File: src/rtl/agc_timing_pkg.sv
// Shared timing definitions for the time-pulse generator: pulse count,
// sequencer states and the one-hot T01..T12 encodings.
package agc_timing_pkg;

  localparam int NTP = 12;

  typedef enum logic [1:0] {
    RUN  = 2'd0,
    HALT = 2'd1,
    STEP = 2'd2
  } tp_state_e;

  localparam logic [NTP-1:0] TP_T01 = 12'h001;
  localparam logic [NTP-1:0] TP_T02 = 12'h002;
  localparam logic [NTP-1:0] TP_T03 = 12'h004;
  localparam logic [NTP-1:0] TP_T04 = 12'h008;
  localparam logic [NTP-1:0] TP_T05 = 12'h010;
  localparam logic [NTP-1:0] TP_T06 = 12'h020;
  localparam logic [NTP-1:0] TP_T07 = 12'h040;
  localparam logic [NTP-1:0] TP_T08 = 12'h080;
  localparam logic [NTP-1:0] TP_T09 = 12'h100;
  localparam logic [NTP-1:0] TP_T10 = 12'h200;
  localparam logic [NTP-1:0] TP_T11 = 12'h400;
  localparam logic [NTP-1:0] TP_T12 = 12'h800;

  // T12 wraps back to T01.
  function automatic logic [NTP-1:0] tp_rotate(input logic [NTP-1:0] tp_in);
    return {tp_in[NTP-2:0], tp_in[NTP-1]};
  endfunction

endpackage

File: src/rtl/phase_counter.sv
// Modulo-PHASES counter with enable, synchronous clear (priority over enable)
// and a terminal-count flag that is high while the count sits at PHASES-1.
module phase_counter #(
  parameter int PHASES = 4
) (
  input  logic                       clk,
  input  logic                       rst,
  input  logic                       en,
  input  logic                       clr,
  output logic [$clog2(PHASES)-1:0]  count,
  output logic                       tc
);

  localparam int PW = $clog2(PHASES);

  logic [PW-1:0] count_d;
  logic [PW-1:0] count_q;

  assign tc    = (count_q == PW'(PHASES - 1));
  assign count = count_q;

  // Next count: clear, wrap at terminal count, or increment.
  always_comb begin
    count_d = count_q;
    if (clr) begin
      count_d = '0;
    end else if (en) begin
      if (tc) begin
        count_d = '0;
      end else begin
        count_d = count_q + PW'(1);
      end
    end else begin
      count_d = count_q;
    end
  end

  // Count register.
  always_ff @(posedge clk or negedge rst) begin
    if (!rst) begin
      count_q <= '0;
    end else begin
      count_q <= count_d;
    end
  end

endmodule

File: src/rtl/timepulse_gen.sv
// Memory-cycle-time sequencer: steps one-hot pulses T01..T12, each PHASES
// clocks long, with stop-at-MCT-boundary and single-MCT step control.
module timepulse_gen
  import agc_timing_pkg::*;
#(
  parameter int PHASES = 4
) (
  input  logic                       clk,
  input  logic                       rst,
  input  logic                       stop_req,
  input  logic                       step,
  output logic [NTP-1:0]             tp,
  output logic [$clog2(PHASES)-1:0]  phase,
  output logic                       mct_end,
  output logic                       running,
  output logic                       halted
);

  tp_state_e      state_d, state_q;
  logic [NTP-1:0] tp_d, tp_q;
  logic           stop_pending_d, stop_pending_q;
  logic           cnt_en, cnt_clr, cnt_tc;

  assign cnt_en  = (state_q != HALT);
  assign cnt_clr = (state_q == HALT);

  phase_counter #(.PHASES(PHASES)) u_phase_counter (
    .clk   (clk),
    .rst   (rst),
    .en    (cnt_en),
    .clr   (cnt_clr),
    .count (phase),
    .tc    (cnt_tc)
  );

  assign tp      = tp_q;
  assign mct_end = tp_q[NTP-1] & cnt_tc;
  assign running = |tp_q;
  assign halted  = (state_q == HALT);

  // Sequencer: pulse rotation, MCT-boundary halting and HALT exits.
  always_comb begin
    state_d        = state_q;
    tp_d           = tp_q;
    stop_pending_d = stop_pending_q;
    case (state_q)
      RUN: begin
        stop_pending_d = stop_pending_q | stop_req;
        if (mct_end) begin
          if (stop_pending_q | stop_req) begin
            state_d        = HALT;
            tp_d           = '0;
            stop_pending_d = 1'b0;
          end else begin
            state_d = RUN;
            tp_d    = TP_T01;
          end
        end else if (cnt_tc) begin
          tp_d = tp_rotate(tp_q);
        end else begin
          tp_d = tp_q;
        end
      end
      STEP: begin
        // Only the stop_req level at the final cycle decides where STEP goes.
        if (mct_end) begin
          if (stop_req) begin
            state_d        = HALT;
            tp_d           = '0;
            stop_pending_d = 1'b0;
          end else begin
            state_d = RUN;
            tp_d    = TP_T01;
          end
        end else if (cnt_tc) begin
          tp_d = tp_rotate(tp_q);
        end else begin
          tp_d = tp_q;
        end
      end
      HALT: begin
        stop_pending_d = 1'b0;
        if (!stop_req) begin
          state_d = RUN;
          tp_d    = TP_T01;
        end else if (step) begin
          state_d = STEP;
          tp_d    = TP_T01;
        end else begin
          state_d = HALT;
          tp_d    = '0;
        end
      end
      default: begin
        state_d        = RUN;
        tp_d           = TP_T01;
        stop_pending_d = 1'b0;
      end
    endcase
  end

  // State, pulse and stop-request registers.
  always_ff @(posedge clk or negedge rst) begin
    if (!rst) begin
      state_q        <= RUN;
      tp_q           <= TP_T01;
      stop_pending_q <= 1'b0;
    end else begin
      state_q        <= state_d;
      tp_q           <= tp_d;
      stop_pending_q <= stop_pending_d;
    end
  end

endmodule

File: config.mk
export PLATFORM = sky130hd
export DESIGN_NAME = timepulse_gen
export DESIGN_NICKNAME = d
export VERILOG_FILES = /design/src/rtl/agc_timing_pkg.sv /design/src/rtl/phase_counter.sv /design/src/rtl/timepulse_gen.sv
export SDC_FILE = /design/constraint.sdc
export NUM_CORES = 1
export LEC_CHECK = 0
export CAP_MARGIN = 20
export CORE_ASPECT_RATIO = 1.25
export CORE_MARGIN = 2
export CORE_UTILIZATION = 47
export DETAILED_ROUTE_END_ITERATION = 10
export GPL_TIMING_DRIVEN = 0
export HOLD_SLACK_MARGIN = 0.03
export PLACE_DENSITY_LB_ADDON = 0.1
export SYNTH_ARGS = -nofsm -noshare
export SYNTH_HDL_FRONTEND = slang
export SYNTH_SLANG_ARGS = --single-unit
File: constraint.sdc
create_clock -name clk -period 1.6 [get_ports clk]
set_clock_uncertainty 0.05 [all_clocks]
set_input_delay 0.32 -clock clk [delete_from_list [all_inputs] [get_ports clk]]
set_output_delay 0.32 -clock clk [all_outputs]
set_load 0.02 [all_outputs]
==> impl_metrics.env <==
export IMPL_status="finished, violations left"
export IMPL_violations="setup timing"
export IMPL_synth_top_area_share=0.454
export IMPL_critPathSlowestCell="dfrtp_1"
export IMPL_grt_pass1_vias=665
export IMPL_p_switching_w=0.000952
export IMPL_antenna_cells=0
export IMPL_rsz0062_at_grt="yes"
export IMPL_ant_nets=0
export IMPL_grtUsageMet3=0.0207
export IMPL_synth_edf_count=0
export IMPL_worst_pin_slew_ps=779
export IMPL_ys_top_cells_by_count="16 x dfrtp_1, 9 x nor2b_1, 7 x a21oi_2, 7 x nor2_2"
export IMPL_finalCritPeriodShare=1.01
export IMPL_dr_pass1_iters=4
export IMPL_grt_usage=0.183
export IMPL_synth_area_per_cell_sq_um=11.3
export IMPL_place_congestion=0.718
export IMPL_worst_setup_path_type="reg -> out"
export IMPL_async_reset_ff_frac=1.00
export IMPL_place_area_sq_um=1110
export IMPL_hpwl_microns=1270
export IMPL_setup_tns_ps=-19.0
export IMPL_fin_ws_ps=-19.0
export IMPL_grt_max_degree=18
export IMPL_multi_input_area_sq_um=465
export IMPL_maxSlewViolCount=0
export IMPL_drt_iter0_drc=9
export IMPL_core_area_sq_um=1770
export IMPL_dieArea_sq_um=2240
export IMPL_clk_pin_slew_ps=100
export IMPL_wl_per_cell_microns=14.2
export IMPL_synthFlopType="dfrtp_1"
export IMPL_row_count=17
export IMPL_p_leak_nw=0.615
export IMPL_fillCellCount=135
export IMPL_start_kind="register"
export IMPL_gr_total_overflow=0
export IMPL_hold_class="in -> async"
export IMPL_clock_latency_ps=280
export IMPL_layout_drive_gt1_share=0.474
export IMPL_vias=705
export IMPL_cts_sinks=17
export IMPL_combPwrFrac=0.546
export IMPL_grt_use_met1=0.229
export IMPL_cts_tree="yes"
export IMPL_synth_area_leaders="dfrtp_1 45%, a21oi_2 7.0%, nor2b_1 6.4%"
export IMPL_ys_ff_latch=17
export IMPL_hold_viol=0
export IMPL_drv_cap=0
export IMPL_fmax_mhz=618
export IMPL_ys_warn_count=0
export IMPL_pwr_share_clk=0.102
export IMPL_busiest_layer="met2"
export IMPL_ir_worst_vdd_v=0.000913
export IMPL_register_area_sq_um=430
export IMPL_synth_most_common_cell="dfrtp_1"
export IMPL_cts_made_buffers=3
export IMPL_synth_cell_type_count=31
export IMPL_h_tree_depth=1
export IMPL_crit_path_end_kind="primary output"
export IMPL_hold_ws_ps=430
export IMPL_grt_use_met2=0.316
export IMPL_min_period_ps=1620
export IMPL_start_util=0.500
export IMPL_die_w_microns=42.8
export IMPL_dp_slack_ps=-332
export IMPL_max_stage_delay_ps=430
export IMPL_synth_seq_area_share=0.484
export IMPL_wirelength_microns=1890
export IMPL_clockBufferDepth=2
export IMPL_crit_fanout=4
export IMPL_synth_area_leader_cell="dfrtp_1"
export IMPL_cp_arrival_ps=1250
export IMPL_p_per_area_nw_per_um2=1820
export IMPL_slew_limit_headroom=0.479
export IMPL_setup_viol=1
export IMPL_syn2layout_area_growth_pct=41.1
export IMPL_required_ps=1230
export IMPL_fin_nets=121
export IMPL_syn_inst=78
export IMPL_die_y_microns=52.4
export IMPL_drc=0
export IMPL_synth_nets=84
export IMPL_ios=21
export IMPL_io_buffers=20
export IMPL_swShare=0.419
export IMPL_antenna_found_initial=0
export IMPL_fin_area_sq_um=1240
export IMPL_pwr_share_seq=0.351
export IMPL_cts_root_buffer="clkbuf_4"
export IMPL_p_int_w=0.00132
export IMPL_mappedNetlistArea_sq_um=882
export IMPL_grt_pass1_wl_microns=3060
export IMPL_routed_via_density=5.30
export IMPL_path_cells="nor4_1 -> nand3_1 -> buf_6"
[power by group through the flow]
stage               Sequential (W)  Clock, W  Combinational, W
floorplan                 0.000942         0          0.000542
global placement          0.000795         0           0.00113
detailed placement        0.000801         0           0.00115
CTS                       0.000802  0.000240           0.00109
global route              0.000826  0.000258           0.00135
finish                    0.000798  0.000232           0.00124
[worst max-delay path: cells and delay by family, from the launching register on]
family	cells	cell delay (ps)
DFF	1	430
and+or+nand+nor	2	380
buffers and inverters	1	150
[repair_timing]
item | 4_1_cts | 5_1_grt
gates resized for setup | 33 | 12
hold buffers | 0 | 0
endpoints found under the setup margin | 17 | 4
setup buffers | 2 | 10
pin swaps | 2 | 3
gates cloned | 0 | 0
[worst paths after layout]
| path | from | cells after the start | endpoint | slack, ps |
|---|---|---|---|---|
| max | tp[2] | 3 | running | -20 |
| min | rst | 1 | tp[4] | 430 |
| max reg2reg | u_phase_counter.count[0] | 6 | tp[0] | 180 |
| min reg2reg | state_q[0] | 2 | tp[10] | 530 |
| max in group asynchronous | rst | 1 | state_q[1] | 540 |
| min in group clk | state_q[0] | 2 | tp[10] | 530 |
[cell usage in the layout, fill, tap and decap left out, types with 2 or more instances in the layout]
| cell | n |
|---|---|
| clkdlybuf4s50_1 | 3 |
| buf_6 | 3 |
| nand2b_1 | 2 |
| nor4_2 | 2 |
| nand3b_1 | 3 |
| a21oi_1 | 3 |
| dfrtp_2 | 3 |
| mux2i_1 | 2 |
| nor2_2 | 7 |
| clkbuf_4 | 3 |
| nor3_1 | 2 |
| dlygate4sd2_1 | 13 |
| a21oi_2 | 7 |
| dfrtp_1 | 13 |
| buf_4 | 14 |
| nor2b_1 | 9 |
[final cells by class]
cell class,count,area share
well taps,19,0.0191
inverters,1,0.00503
plain buffers,3,0.0191
multi-input cells,57,0.374
repair buffers,32,0.216
clock buffers,4,0.0211
flip-flops and latches,17,0.346
[per-layer routing]
metal  vias to the layer above  wire length (microns)
li1                        343                      -
met5                         -                      0
met2                        15                   1020
met4                         0                     10
met3                         2                     57
met1                       345                    803
[stage by stage]
| step | util | cells | total power (W) |
|---|---|---|---|
| after global routing | 0.705 | 133 | 0.00244 |
| after global placement | 0.627 | 117 | 0.00192 |
| final | 0.705 | 133 | 0.00227 |
| after CTS | 0.646 | 123 | 0.00213 |
| after floorplan | - | 78 | 0.00148 |
| after detailed placement | 0.627 | 117 | 0.00195 |
[kinds of logic after synthesis]
group / synth area share
AND/OR/NAND/NOR: 0.302
AO/OA/AOI/OAI: 0.139
multiplexers: 0.0227
buffers and inverters: 0.0241
flip-flops: 0.484
adder cells (fa/ha/maj): 0.0284
[sequential cells by signal, summed over array words and instances (netlist names)]
signal,flops
tp,12
state_q,2
u_phase_counter.count,2
stop_pending_q,1
Note: power is estimated with default switching activity, not from simulation.
